`src/rtl/sprite_pkg.sv`:
```
// Shared constants, types and helpers for the sprite move resolver.
package sprite_pkg;

    localparam int unsigned SPRITE_SIZE = 16;
    localparam int unsigned COORD_W     = 10;
    localparam int unsigned BOUND_W     = 11;
    localparam int unsigned CH_W        = 8;
    localparam int unsigned COLOR_W     = 3 * CH_W;
    localparam int unsigned DIR_W       = 4;
    localparam int unsigned EDGE_W      = 4;
`ifdef COLLISION_COUNT_EN
    localparam int unsigned COUNT_W     = 16;
`endif

    typedef enum logic [1:0] {
        IDLE,
        EVAL,
        MOVE,
        CLEAR
    } state_t;

    // Bit positions inside move_dir.
    localparam int unsigned DIR_UP    = 0;
    localparam int unsigned DIR_DOWN  = 1;
    localparam int unsigned DIR_RIGHT = 2;
    localparam int unsigned DIR_LEFT  = 3;

    localparam logic [DIR_W-1:0] DIR_UP_OH    = DIR_W'(1 << DIR_UP);
    localparam logic [DIR_W-1:0] DIR_DOWN_OH  = DIR_W'(1 << DIR_DOWN);
    localparam logic [DIR_W-1:0] DIR_RIGHT_OH = DIR_W'(1 << DIR_RIGHT);
    localparam logic [DIR_W-1:0] DIR_LEFT_OH  = DIR_W'(1 << DIR_LEFT);

    // Bit positions inside edge_blocked.
    localparam int unsigned EDGE_TOP    = 0;
    localparam int unsigned EDGE_BOTTOM = 1;
    localparam int unsigned EDGE_RIGHT  = 2;
    localparam int unsigned EDGE_LEFT   = 3;

    typedef struct packed {
        logic [CH_W-1:0] r;
        logic [CH_W-1:0] g;
        logic [CH_W-1:0] b;
    } rgb_t;

    // |ch - wall| <= tol using a 9-bit signed difference (no wrap-around).
    function automatic logic chan_match(input logic [CH_W-1:0] ch,
                                        input logic [CH_W-1:0] wall,
                                        input logic [CH_W-1:0] tol);
        logic signed [CH_W:0] diff;
        diff = $signed({1'b0, ch}) - $signed({1'b0, wall});
        if (diff < 0) begin
            diff = -diff;
        end
        return diff <= $signed({1'b0, tol});
    endfunction

endpackage

```
`src/rtl/edge_color_match.sv`:
```
// Combinational wall-colour test for one sprite edge average.
module edge_color_match
    import sprite_pkg::*;
#(
    parameter logic [7:0] WALL_R = 8'd0,
    parameter logic [7:0] WALL_G = 8'd0,
    parameter logic [7:0] WALL_B = 8'd255,
    parameter logic [7:0] TOL    = 8'd16
) (
    input  logic [COLOR_W-1:0] avg,
    output logic               solid_c
);

    rgb_t px;

    // Edge is solid only when every channel is within tolerance of the wall.
    always_comb begin
        px      = rgb_t'(avg);
        solid_c = chan_match(px.r, WALL_R, TOL) &&
                  chan_match(px.g, WALL_G, TOL) &&
                  chan_match(px.b, WALL_B, TOL);
    end

endmodule

```
`src/rtl/sprite_move_resolver.sv`:
```
// Per-frame wall detection and one-step sprite movement.
// Optional macro COLLISION_COUNT_EN adds a saturating blocked_count output.
module sprite_move_resolver
    import sprite_pkg::*;
#(
    parameter int unsigned SCREEN_W = 640,
    parameter int unsigned SCREEN_H = 480,
    parameter int unsigned STEP     = 1,
    parameter int unsigned INIT_X   = 0,
    parameter int unsigned INIT_Y   = 0,
    parameter logic [7:0]  WALL_R   = 8'd0,
    parameter logic [7:0]  WALL_G   = 8'd0,
    parameter logic [7:0]  WALL_B   = 8'd255,
    parameter logic [7:0]  TOL      = 8'd16
) (
    input  logic               clk,
    input  logic               rst,
    input  logic               frame_done,
    input  logic [COLOR_W-1:0] avg_top,
    input  logic [COLOR_W-1:0] avg_bottom,
    input  logic [COLOR_W-1:0] avg_left,
    input  logic [COLOR_W-1:0] avg_right,
    input  logic               move_valid,
    input  logic [DIR_W-1:0]   move_dir,
    output logic               move_ready,
    output logic               move_done,
    output logic               move_blocked,
    output logic [COORD_W-1:0] sp_x,
    output logic [COORD_W-1:0] sp_y,
    output logic [EDGE_W-1:0]  edge_blocked,
    output logic               stats_clear
`ifdef COLLISION_COUNT_EN
    ,
    output logic [COUNT_W-1:0] blocked_count
`endif
);

    state_t             state;
    state_t             state_nxt;
    logic               pending;
    logic [DIR_W-1:0]   dir_q;
    logic [EDGE_W-1:0]  solid_c;
    logic               blocked_c;
    logic [COORD_W-1:0] x_nxt_c;
    logic [COORD_W-1:0] y_nxt_c;

    edge_color_match #(.WALL_R(WALL_R), .WALL_G(WALL_G), .WALL_B(WALL_B), .TOL(TOL))
        u_match_top    (.avg(avg_top),    .solid_c(solid_c[EDGE_TOP]));
    edge_color_match #(.WALL_R(WALL_R), .WALL_G(WALL_G), .WALL_B(WALL_B), .TOL(TOL))
        u_match_bottom (.avg(avg_bottom), .solid_c(solid_c[EDGE_BOTTOM]));
    edge_color_match #(.WALL_R(WALL_R), .WALL_G(WALL_G), .WALL_B(WALL_B), .TOL(TOL))
        u_match_right  (.avg(avg_right),  .solid_c(solid_c[EDGE_RIGHT]));
    edge_color_match #(.WALL_R(WALL_R), .WALL_G(WALL_G), .WALL_B(WALL_B), .TOL(TOL))
        u_match_left   (.avg(avg_left),   .solid_c(solid_c[EDGE_LEFT]));

    assign move_ready = !pending;

    // State register.
    always_ff @(posedge clk) begin
        if (rst) begin
            state <= IDLE;
        end else begin
            state <= state_nxt;
        end
    end

    // Next-state: one frame walks EVAL -> MOVE -> CLEAR once.
    always_comb begin
        state_nxt = state;
        case (state)
            IDLE:    if (frame_done) state_nxt = EVAL;
            EVAL:    state_nxt = MOVE;
            MOVE:    state_nxt = CLEAR;
            CLEAR:   state_nxt = IDLE;
            default: state_nxt = IDLE;
        endcase
    end

    // Resolve the latched command against walls and screen bounds.
    always_comb begin
        blocked_c = 1'b1;
        x_nxt_c   = sp_x;
        y_nxt_c   = sp_y;
        case (dir_q)
            DIR_UP_OH: begin
                blocked_c = edge_blocked[EDGE_TOP] || (BOUND_W'(sp_y) < BOUND_W'(STEP));
                if (!blocked_c) y_nxt_c = sp_y - COORD_W'(STEP);
            end
            DIR_DOWN_OH: begin
                blocked_c = edge_blocked[EDGE_BOTTOM] ||
                            (BOUND_W'(sp_y) + BOUND_W'(SPRITE_SIZE) + BOUND_W'(STEP) > BOUND_W'(SCREEN_H));
                if (!blocked_c) y_nxt_c = sp_y + COORD_W'(STEP);
            end
            DIR_RIGHT_OH: begin
                blocked_c = edge_blocked[EDGE_RIGHT] ||
                            (BOUND_W'(sp_x) + BOUND_W'(SPRITE_SIZE) + BOUND_W'(STEP) > BOUND_W'(SCREEN_W));
                if (!blocked_c) x_nxt_c = sp_x + COORD_W'(STEP);
            end
            DIR_LEFT_OH: begin
                blocked_c = edge_blocked[EDGE_LEFT] || (BOUND_W'(sp_x) < BOUND_W'(STEP));
                if (!blocked_c) x_nxt_c = sp_x - COORD_W'(STEP);
            end
            default: blocked_c = 1'b1;
        endcase
    end

    // Datapath: edge flags, anchor, handshake and the CLEAR-cycle pulses.
    always_ff @(posedge clk) begin
        if (rst) begin
            sp_x         <= COORD_W'(INIT_X);
            sp_y         <= COORD_W'(INIT_Y);
            edge_blocked <= '0;
            move_done    <= 1'b0;
            move_blocked <= 1'b0;
            stats_clear  <= 1'b0;
            pending      <= 1'b0;
            dir_q        <= '0;
        end else begin
            move_done    <= 1'b0;
            move_blocked <= 1'b0;
            stats_clear  <= 1'b0;
            if (state == EVAL) begin
                edge_blocked <= solid_c;
            end
            if (state == MOVE) begin
                stats_clear <= 1'b1;
                if (pending) begin
                    move_done    <= 1'b1;
                    move_blocked <= blocked_c;
                    sp_x         <= x_nxt_c;
                    sp_y         <= y_nxt_c;
                end
            end
            if (state == MOVE && pending) begin
                pending <= 1'b0;
            end else if (move_valid && !pending) begin
                pending <= 1'b1;
                dir_q   <= move_dir;
            end
        end
    end

`ifdef COLLISION_COUNT_EN
    // Saturating count of rejected commands.
    always_ff @(posedge clk) begin
        if (rst) begin
            blocked_count <= '0;
        end else if (move_done && move_blocked && blocked_count != '1) begin
            blocked_count <= blocked_count + COUNT_W'(1);
        end
    end
`endif

endmodule
```
`config.mk`:
```
export PLATFORM = sky130hd
export DESIGN_NAME = sprite_move_resolver
export DESIGN_NICKNAME = d
export VERILOG_FILES = /design/src/rtl/sprite_pkg.sv /design/src/rtl/edge_color_match.sv /design/src/rtl/sprite_move_resolver.sv
export SDC_FILE = /design/constraint.sdc
export NUM_CORES = 1
export LEC_CHECK = 0
export CORE_MARGIN = 10
export CORE_UTILIZATION = 50
export CTS_CLUSTER_SIZE = 25
export DETAILED_ROUTE_END_ITERATION = 10
export DONT_BUFFER_PORTS = 1
export PLACE_DENSITY = 0.69
export SLEW_MARGIN = 20
export SYNTH_ARGS = -nofsm -noshare
export SYNTH_HDL_FRONTEND = slang
export SYNTH_HIERARCHICAL = 1
export SYNTH_SLANG_ARGS = --single-unit
```
`constraint.sdc`:
```
create_clock -name clk -period 4.35 [get_ports clk]
set_input_delay 1.305 -clock clk [delete_from_list [all_inputs] [get_ports clk]]
set_output_delay 1.305 -clock clk [all_outputs]
set_load 0.03 [all_outputs]
```
# Yosys cells after proc, flatten, opt, wreduce, memory -nomap -nowiden
# Cells that the tools add are included.
# W data, S select, Z words.
# word_totals
romBits	0
elab_cells	123
memories	0
regBits	34
inputBits	104
latchBits	0
mem_bits_rw	0
# op_classes
addsub	24
mux	23
div_mod_pow	0
n_shift	0
n_mul	0
order_cmp	28
reduce_logical	24
eq_ne	12
n_bitwise	3
# ops
op	count
$le A9 B6 Y1 const B	12
$mux W9	12
$neg A8 Y9	8
$lt A8 B1 Y1 const B	8
$mux W10	4
$pmux W10 S2	2
$lt A9 B1 Y1 const B	4
$neg A9 Y9	4
$sub A8 B8 Y9 const B	4
$add A10 B5 Y11 const B	2
$add A11 B1 Y11 const B	2
$add A10 B1 Y10 const B	2
$lt A10 B1 Y1 const B	2
$sub A10 B1 Y10 const B	2
$gt A11 B10 Y1 const B	1
$gt A11 B9 Y1 const B	1
$logic_and A1 B1 Y1	10
$ne A2 B2 Y1 const B	5
$reduce_and A5 Y1	2
$pmux W2 S4	1
$eq A2 B2 Y1 const B	2
$eq A4 B1 Y1 const B	1
$eq A4 B2 Y1 const B	1
$eq A4 B3 Y1 const B	1
other kinds (13)	21

# Depth between registers and ports, before layout
# Gate-level depths: netlist (run 1).
# depth
depth_word	6
depth_mapped	9

# By module
# Netlist (run 1), hierarchy kept.
# by_module_without_submodules
mod	area_per_inst_um2	instances	seq_area_each_um2	cells_each
sprite_move_resolver	2353.5	1	680.7	289
edge_color_match	420.4	4	0.0	64

# Least setup slack after synthesis (run 1)
# Ideal clock, no wire load.
# synth_timing
path_type	input port to flip-flop
startpoint	input avg_top[0]
endpoint	register edge_blocked[0]
setup_ns	0.065
path_buffers	1
stages	9
setup_slack_ns	1.596
arrival_ns	2.689
path_cell_list	ha_1 clkbuf_1 and2_1 nor4_1 o21ai_0 a22o_1 nor4_2 mux2i_1 nor2_1
# synth_between
elab_chain_len	5
# synth_lines
element	line	rtl
start, declared	sprite_move_resolver.sv:19	input logic [COLOR_W-1:0] avg_top,
$sub A8 B8 Y9 *	sprite_pkg.sv:50	diff = $signed({1'b0, ch}) - $signed({1'b0, wall});
$neg A9 Y9 or $lt A9 B1 Y1 (tied branches)	sprite_pkg.sv:52, sprite_pkg.sv:51	
$mux W9 *	sprite_pkg.sv:51	if (diff < 0) begin
$le A9 B6 Y1 *	sprite_pkg.sv:54	return diff <= $signed({1'b0, tol});
$logic_and A1 B1 Y1 *	edge_color_match.sv:20	chan_match(px.g, WALL_G, TOL) &&
via solid_c[0]	sprite_move_resolver.sv:42	logic [EDGE_W-1:0] solid_c;
end signal, assigned	sprite_move_resolver.sv:123	edge_blocked <= solid_c;
end, declared	sprite_move_resolver.sv:30	output logic [EDGE_W-1:0] edge_blocked,
# The timed path passes the listed nets; every way through them passes the cells marked *.
# A chain may end at the register's enable or synchronous reset.

# Final worst setup path (run 1)
# layout_timing
startpoint	register sp_y[0]
endpoint	register sp_y[0]
# layout_between
elab_chain_len	6
# layout_lines
element	line	rtl
start, declared	sprite_move_resolver.sv:29	output logic [COORD_W-1:0] sp_y,
start signal, assigned	sprite_move_resolver.sv:111	sp_y <= COORD_W'(INIT_Y);
start signal, assigned	sprite_move_resolver.sv:131	sp_y <= y_nxt_c;
$add A10 B5 Y11	sprite_move_resolver.sv:91	(BOUND_W'(sp_y) + BOUND_W'(SPRITE_SIZE) + BOUND_W'(STEP) > BOUND_W'(SCREEN_H));
$add A11 B1 Y11	sprite_move_resolver.sv:91	
$gt A11 B9 Y1	sprite_move_resolver.sv:91	
$logic_or A1 B1 Y1	sprite_move_resolver.sv:90	blocked_c = edge_blocked[EDGE_BOTTOM] ||
$ne A2 B2 Y1 (no source line)	-	
$reduce_and A5 Y1 (no source line)	-	
# Parallel ways exist; a longest one is shown, timed or not. The select of a mux whose other input is x is not followed.

==> run summary, run 1 <==
Final hold violation count - 0
CP max FO - 10
CP Capture Type - register
First-pass GRT wire length - 17500 µm
Gates resized, CTS repair - 0
Gate count of the mapped netlist - 545
PD cells - 205 nW/µm²
Peak supply drop - 0.000136 V
Row cnt - 32
Post-CTS setup buffer count - 0
CTS tree - built
Starting Density - 51.7%
Data arrival, critical path - 2.94 ns
RSZ-0062 raised after global routing - false
Slew Limit Headroom - 37.9%
Post-synth EDFFs - 0
Inserted Clock Buffers - 5
Final setup violating endpoints - 0
First-pass DRT Iterations - 5
Clock skew - 0.00544 ns
Data required, critical path - 4.52 ns
Clk sinks - 34
Hold buffer count at CTS - 0
Period utilization - 63.6%
Synth warn - 6
Slew @ Worst Pin - 0.926 ns
Vias/cell - 6.50
Vias in the first global route - 3649
Commonest cells in the netlist - 48 x nand2_1, 46 x nor2_1, 34 x dfxtp_1, 31 x a21oi_1, 25 x o21ai_0
Status - completed
Fraction of layout cells with a size suffix above 1 - 10.7%
Largest cells by area after synthesis - dfxtp_1 17%, ha_1 5.0%, nand2_1 4.5%
Minimum clock period after layout - 2.77 ns
Io pins - 132
#FFs+latches synth - 34
Synth-to-Final Area Change - 0.837%
H-tree level count - 2
Pin count of the biggest net entering global routing - 48
Clock transition at the registers of the reported paths - 0.08 ns
Routability cong. - 0.930
Worst hold-check path type - register to register
Nets - 633
# DRC - 0
Post-DP HPWL - 8700 µm
Setup TNS - 0 ns
Most frequent cell after synthesis - nand2_1
Clk buf depth - 2
Post-Syn Area per Cell - 7.40 µm²
Initial antenna violation count - 0
Critical path type - register to register
Clock root cell - clkbuf_8
Type of origin of the critical path - register
Fmax - 361 MHz
Post-synth top area share - 16.9%
Total GRT Usage - 17.1%
Port Buffers - 0
Worst skew pair latency - 0.29 ns
Core Region - 7810 µm²
Post-synthesis cell area - 4040 µm²
Hold_ws - 0.548 ns
Die area - 12100 µm²
Routed len/inst - 17.8 µm
Antenna Cells - 0
Leakage - 1.37 nW
Max-slew violation count - 0
WL final - 11000 µm
Gr ovfl total - 0
Dominant cell type by area after synthesis - dfxtp_1
Max Cap Viol - 0
Drt initial violations - 237
Post-synth top flop - dfxtp_1
Die Ht - 110 µm
Post-Syn Nets - 665
Post-synth ARST share - 0%
Die width - 110 µm
Antenna viol nets, final - 0
Distinct cells, synth - 64
Routed via count - 4001
Post-synthesis sequential area ratio - 16.9%
[cells by family (layout without fill, tap and decap cells)]
| family | count (synthesis) | count (layout) | share of synthesized area [%] |
|---|---|---|---|
| AOI/OAI and AO/OA | 148 | 148 | 26.2 |
| xor gates and xnor gates | 7 | 7 | 1.52 |
| adders and majority gates | 16 | 16 | 4.96 |
| buffers and inverters | 54 | 23 | 6.05 |
| DFF | 34 | 34 | 16.9 |
| muxes | 27 | 27 | 7.10 |
| and+or+nand+nor | 259 | 259 | 37.3 |
[sequential cells by signal, summed over array words and instances (netlist names)]
register      cells
edge_blocked      4
move_done         1
dir_q             4
pending           1
state             2
stats_clear       1
sp_x             10
sp_y             10
move_blocked      1
[power breakdown]
part,switching [mW],total [mW],leakage (nW),internal (mW)
Sequential,0.0299,0.358,0.275,0.328
Combinational,0.131,0.242,1.05,0.111
Clock,0.123,0.235,0.0441,0.112
[area by class of cell]
cell class                 count  area (µm²)
fill                         763        3740
multi-input combinational    457        3110
sequential                    34         681
tap                          102         128
clock buffer                   5        68.8
inverter                      14        52.6
clock inverter                 3        21.3
timing repair buffer           1        7.51
[final timing paths]
path / startpoint / slack (ns) / depth (start not counted) / end
setup / recovery: sp_y[0] / 1.58 / 8 / sp_y[0]
setup reg to reg: sp_y[0] / 1.58 / 8 / sp_y[0]
hold reg to reg: state[0] / 0.55 / 2 / state[0]
hold / removal: state[0] / 0.55 / 2 / state[0]
[placed cells by master (no fill, tap or decap), types with 7 or more instances in the layout]
cell      netlist  layout
inv_1          14      14
mux2_2         13      13
dfxtp_1        34      34
o21ai_0        25      25
o41ai_2         8       8
nor3_1         24      24
a22o_1          8       8
a41oi_1         8       8
ha_1           16      16
nand3_1        19      19
and2_1         12      12
a21oi_1        31      31
mux2i_1        14      14
a31oi_1        17      17
nand2_1        48      48
nor4_1         16      16
nor2_1         46      46
o211ai_1        7       7
nor2b_1        24      24
nand2b_1       12      12
[through the flow]
stage	cell area [µm²]	utilization (%)	total power, mW	std cells	setup slack (ns)
2_1_floorplan	4040	-	0.584	545	1.60
3_3_place_gp	3980	51.0	0.598	608	1.56
3_5_place_dp	3980	51.0	0.606	608	1.48
4_1_cts	4070	52.1	0.841	616	1.63
5_1_grt	4070	52.1	0.893	616	1.41
6_report	4070	52.1	0.835	616	1.58
[worst max-delay path, stage by stage (launching register included)]
cell and delay (ns):
dfxtp_1 0.69, inv_1 0.14, ha_1 0.27, nor3b_1 0.15, a31o_2 0.29, a21oi_2 0.36
nand2_1 0.08, o21ai_0 0.31, mux2_2 0.38
[metal layers]
| metal | wire, µm | up-vias | GRT usage, % |
|---|---|---|---|
| met2 | 5170 | 175 | 28.6 |
| met5 | 0 | - | 0 |
| met1 | 4300 | 1812 | 20.5 |
| met4 | 78 | 0 | 2.23 |
| met3 | 1410 | 15 | 7.20 |
| li1 | - | 1999 | - |
Power figures use the tool's default switching activity.
==> run 2: changes to the inputs <==
Clock period 4.35 ns to 2.7 ns, I/O delays scaled along.
==> run 2 against run 1 <==
Effect of this change:
- clock power rose by 69%
- clock-buffer cell count up 2
- combinational power up 76%
- hold slack improved by 0.0083 ns
- global-route usage grew 0.63 points
- power up 66%
- non-clock buffer count is 32 higher
- flip-flop and latch count stayed put
- first-iteration DRC count down 1.7%
- clock skew increased by 0.00056 ns
- utilization is 3.2 points higher
- sequential share of layout area down 0.97 points
- critical path type unchanged
- critical endpoint is now sp_x[7]
- highest routed layer unchanged
==> run summary, run 2 (same netlist as run 1, synthesis figures left out) <==
Status - completed
Slew Limit Headroom - 49.1% (+11 points)
Max Cap Viol - 0 (unchanged)
Critical Path Start - state[0]
Biggest regs - sp_x x10, sp_y x10
Antenna Cells - 0 (unchanged)
Critical path type - register to register
RSZ-0062 raised after global routing - false
Type of origin of the critical path - register
Clk buf depth - 2 (unchanged)
Clock transition at the registers of the reported paths - 0.07 ns (about the same)
Slew @ Worst Pin - 0.759 ns (-0.166 ns)
Fraction of layout cells with a size suffix above 1 - 16.1% (+5.4 points)
Clk sinks - 34 (unchanged)
CTS tree - built
Starting Density - 51.7% (unchanged)
First-pass DRT Iterations - 4 (-1)
Crit path capture - sp_x[7]
WL final - 11400 µm (+4.3%)
Drt initial violations - 233 (-1.7%)
Peak supply drop - 0.000166 V (+22%)
Final setup violating endpoints - 0 (unchanged)
Routed len/inst - 17.6 µm (-0.85%)
PD cells - 322 nW/µm² (+57%)
Max-slew violation count - 0 (unchanged)
Initial antenna violation count - 0 (unchanged)
Port Buffers - 0 (unchanged)
Period utilization - 93.8% (+30 points)
Routed via count - 4135 (+3.3%)
Clock root cell - clkbuf_8
Hold_ws - 0.556 ns (+0.00825 ns)
Worst R2R Setup Slack - 0.17 ns (-1.41 ns)
Data required, critical path - 2.88 ns (-1.64 ns)
Nets - 665 (+5.1%)
Commonest non-fill, non-tap cells in the layout - 48 x nand2_1, 46 x nor2_1, 34 x dfxtp_1
Row cnt - 32 (unchanged)
Total GRT Usage - 17.8% (+0.63 points)
Leakage - 1.55 nW (+13%)
Vias/cell - 6.38 (-1.8%)
Antenna viol nets, final - 0 (unchanged)
Synth-to-Final Area Change - 7.04%
Data arrival, critical path - 2.72 ns (-0.22 ns)
Minimum clock period after layout - 2.53 ns (-0.236 ns)
Inserted Clock Buffers - 5 (unchanged)
Worst hold-check path type - register to register
CP max FO - 9 (-1)
Core Region - 7810 µm² (unchanged)
R2r endpoint - sp_x[7]
Post-DP HPWL - 9050 µm (+4.0%)
Most common cell after layout, fill and taps aside - nand2_1
Die Ht - 110 µm (unchanged)
CP Capture Type - register
Vias in the first global route - 3894 (+6.7%)
Final hold violation count - 0 (unchanged)
Setup TNS - 0 ns (unchanged)
Worst r2r path cells - 7 (-1)
Worst skew pair latency - 0.29 ns (about the same)
Die width - 110 µm (unchanged)
First-pass GRT wire length - 18200 µm (+3.6%)
H-tree level count - 2 (unchanged)
Gr ovfl total - 0 (unchanged)
Clock skew - 0.00600 ns (+0.000556 ns)
Filler cells - 743 (-2.6%)
Io pins - 132 (unchanged)
Die area - 12100 µm² (unchanged)
Fmax - 395 MHz (+9.3%)
# DRC - 0 (unchanged)
Reg-to-Reg Start - state[0]
Routability cong. - 0.931 (+0.13%)
Pin count of the biggest net entering global routing - 48 (unchanged)
-- run 2: cell count changes in the layout (fill, tap and decap cells not counted), sizes merged --
cell / previous run / this run
clkinv: 2 / 1
buf: 1 / 33
clkbuf: 5 / 7
clkinvlp: 1 / 0
-- run 2: repair_timing --
action | in CTS | in global routing
gates resized for setup | 0 | 1
hold buffers | 0 | 0
setup buffers | 0 | 0
endpoints found under the setup margin | 0 | 1
-- run 2: cell type report --
class,instances,area (µm²),share of cell area [%]
clock buffer,7,86.3,2.00
clock inverter,1,5.00,0.116
inverter,14,52.6,1.22
multi-input combinational,457,3120,72.2
sequential,34,681,15.8
tap,102,128,2.95
timing repair buffer,33,248,5.74
-- run 2: per-layer routing --
metal,vias up,wire length [µm],GRT usage (%)
met5,-,0,0
met3,22,1210,5.85
met1,1878,4580,21.3
met2,180,5440,29.6
li1,2055,-,-
met4,0,199,4.83
-- run 2: how the worst min path moves through the flow --
stage	startpoint	endpoint	slack, ns	depth (start not counted)
after floorplan	state[1]	state[1]	0.49	2
after global placement	state[1]	state[1]	0.52	2
after detailed placement	sp_x[9]	sp_x[9]	0.54	2
after CTS	sp_x[9]	sp_x[9]	0.56	2
after global routing	rst	sp_y[8]	0.57	1
final	sp_x[9]	sp_x[9]	0.56	2
-- run 2: stage by stage --
stage | cell area [µm²] | cells | power (mW) | util, % | worst slack, ns
floorplan | 4040 | 545 | 0.940 | - | 0.320
global placement | 4220 | 640 | 0.980 | 54.0 | 0.133
detailed placement | 4220 | 640 | 1.00 | 54.0 | 0.0512
CTS | 4310 | 648 | 1.40 | 55.2 | 0.0310
global route | 4320 | 648 | 1.47 | 55.3 | 0.0195
finish | 4320 | 648 | 1.39 | 55.3 | 0.167
-- run 2: where the power goes --
group	internal (mW)	switching [mW]	total, mW
clock	0.206	0.191	0.397
combinational	0.194	0.233	0.426
sequential	0.528	0.0381	0.566
-- run 2: critical path, cell delays in order (launching register included) --
cell and delay [ns]:
dfxtp_1 0.32, inv_1 0.12, ha_1 0.20, nand2_1 0.13, or4_1 0.69, or2_4 0.31, nor4_1 0.30, mux2_2 0.36
==> run 3: changes to the inputs <==
Settings changed: PLACE_DENSITY 0.69 to 0.74.
==> run 3 against run 2 <==
Effect of this change:
- hold slack lost 0.020 ns
- clock-buffer cell count is the same
- critical path depth is 1 lower
- via count up 0.89%
- largest cell class unchanged
- global-route usage up 0.36 points
- clock skew fell by 0.0014 ns
- critical endpoint is now sp_y[4]
- utilization down 0.93 points
- design area fell by 1.7%
- combinational power down 3%
- wire length shrank 0.37%
==> run summary, run 3 (same netlist as run 1, synthesis figures left out) <==
Pin count of the biggest net entering global routing - 48 (unchanged)
Max Cap Viol - 0 (unchanged)
Routability cong. - 0.959 (+3.1%)
Status - completed
Critical path buffer and inverter count - 0 (-1)
H-tree level count - 2 (unchanged)
Hold path endpoint - state[1]
Post-DP HPWL - 9080 µm (+0.33%)
Max-slew violation count - 0 (unchanged)
Worst r2r path cells - 6 (-1)
Worst Hold Launch - state[1]
Final setup violating endpoints - 0 (unchanged)
Clk sinks - 34 (unchanged)
Gr ovfl total - 0 (unchanged)
Die width - 110 µm (unchanged)
Fmax - 411 MHz (+4.2%)
Inserted Clock Buffers - 5 (unchanged)
Setup TNS - 0 ns (unchanged)
Post-CTS setup buffer count - 0 (unchanged)
Reg-to-Reg Start - sp_y[7]
Flop pwr share - 41.1% (+0.3 points)
CP Capture Type - register
Die area - 12100 µm² (unchanged)
Slew Limit Headroom - 64.2% (+15 points)
Worst skew pair latency - 0.29 ns (about the same)
CP max stage cell - dfxtp_1
Combinational fraction of design power - 30.1% (-0.6 points)
Total GRT Usage - 18.1% (+0.36 points)
Data required, critical path - 2.88 ns (about the same)
First-pass DRT Iterations - 6 (+2)
Vias/cell - 6.53 (+2.3%)
Routed via count - 4172 (+0.89%)
Synth-to-Final Area Change - 5.24%
Clock network power share - 28.8% (+0.2 points)
PD cells - 325 nW/µm² (+1.0%)
Biggest regs - sp_x x10, sp_y x10
Vias in the first global route - 3856 (-0.98%)
Leakage - 1.50 nW (-3.2%)
Clock root cell - clkbuf_8
Clk buf depth - 2 (unchanged)
RSZ-0062 raised after global routing - false
CTS tree - built
Routed len/inst - 17.8 µm (+1.0%)
Antenna Cells - 0 (unchanged)
Most common cell after layout, fill and taps aside - nand2_1
Clock transition at the registers of the reported paths - 0.07 ns (about the same)
Final design utilization - 54.4% (-0.93 points)
Peak supply drop - 0.000192 V (+16%)
CP top delay family - simple AND/OR/NAND/NOR gates
Slew @ Worst Pin - 0.536 ns (-0.224 ns)
Worst path max stage delay - 0.66 ns (-0.03 ns)
P_int - 0.925 mW (-0.31%)
Fraction of layout cells with a size suffix above 1 - 14.5% (-1.6 points)
Drt initial violations - 284 (+22%)
Gates resized, CTS repair - 0 (unchanged)
Core Region - 7810 µm² (unchanged)
Starting Density - 51.7% (unchanged)
Type of origin of the critical path - register
Hold-critical path depth - 2 (unchanged)
Crit path cell chain - nand4_1, nand3b_1, a21oi_1, nor2_1, nor4b_1, mux2_2
Switch share - 33.0% (-0.26 points)
Worst R2R Setup Slack - 0.27 ns (+0.10 ns)
WL final - 11400 µm (-0.37%)
# DRC - 0 (unchanged)
Pre-CTS WS - 0.181 ns (+0.129 ns)
Hold buffer count at CTS - 0 (unchanged)
First-pass GRT wire length - 18500 µm (+1.8%)
Io pins - 132 (unchanged)
Critical path type - register to register
Final hold violation count - 0 (unchanged)
Die Ht - 110 µm (unchanged)
Antenna viol nets, final - 0 (unchanged)
Worst hold-check path type - register to register
Clock skew - 0.00458 ns (-0.00141 ns)
Initial antenna violation count - 0 (unchanged)
Nets - 656 (-1.4%)
Data arrival, critical path - 2.61 ns (-0.11 ns)
R2r endpoint - sp_y[4]
Minimum clock period after layout - 2.43 ns (-0.102 ns)
Commonest non-fill, non-tap cells in the layout - 48 x nand2_1, 46 x nor2_1, 34 x dfxtp_1
Period utilization - 90.0% (-3.8 points)
Sw power - 0.455 mW (-1.5%)
Row cnt - 32 (unchanged)
Port Buffers - 0 (unchanged)
Setup slack after layout - 0.269 ns (+0.102 ns)
CP max FO - 8 (-1)
[run 3: area by class of cell]
type / count / area [µm²]
fillers: 767 / 3560
multi-input cells: 457 / 3110
flip-flops and latches: 34 / 681
repair buffers: 24 / 180
well taps: 102 / 128
clock buffers: 7 / 86.3
inverters: 14 / 52.6
clock inverters: 1 / 5.00
[run 3: stage by stage]
stage	std cells	cell area [µm²]	hold WS [ns]	power, mW
final	639	4250	0.536	1.38
after CTS	639	4240	0.541	1.39
after global placement	631	4150	0.506	0.976
after floorplan	545	4040	0.490	0.940
after global routing	639	4250	0.571	1.47
after detailed placement	631	4150	0.524	0.991
[run 3: worst reg2reg max path, delay by kind of cell (launching register included)]
family / cells / cell delay (ns)
simple gates: 4 / 1.08
flops: 1 / 0.66
mux: 1 / 0.39
compound gates: 1 / 0.20
[run 3: power by group through the flow]
stage / logic, mW / clock network (mW) / registers, mW
floorplan: 0.370 / 0 / 0.571
detailed placement: 0.412 / 0 / 0.579
global placement: 0.399 / 0 / 0.577
finish: 0.415 / 0.398 / 0.567
CTS: 0.415 / 0.411 / 0.567
global route: 0.472 / 0.430 / 0.571
[run 3: metal layers]
layer	track usage, %	vias to the layer above	routed length (µm)
met1	21.1	1914	4280
li1	-	2034	-
met4	5.39	0	143
met5	0	-	0
met2	29.9	211	5530
met3	7.26	13	1430
[run 3: worst max-delay path by stage]
stage,startpoint,to,slack (ns),depth (start not counted)
finish,sp_y[7],sp_y[4],0.27,6
detailed placement,state[0],sp_x[7],0.18,7
CTS,state[0],sp_x[7],0.18,7
floorplan,sp_y[0],sp_y[0],0.32,8
global route,state[0],sp_x[7],0.13,7
global placement,state[0],sp_x[7],0.30,7
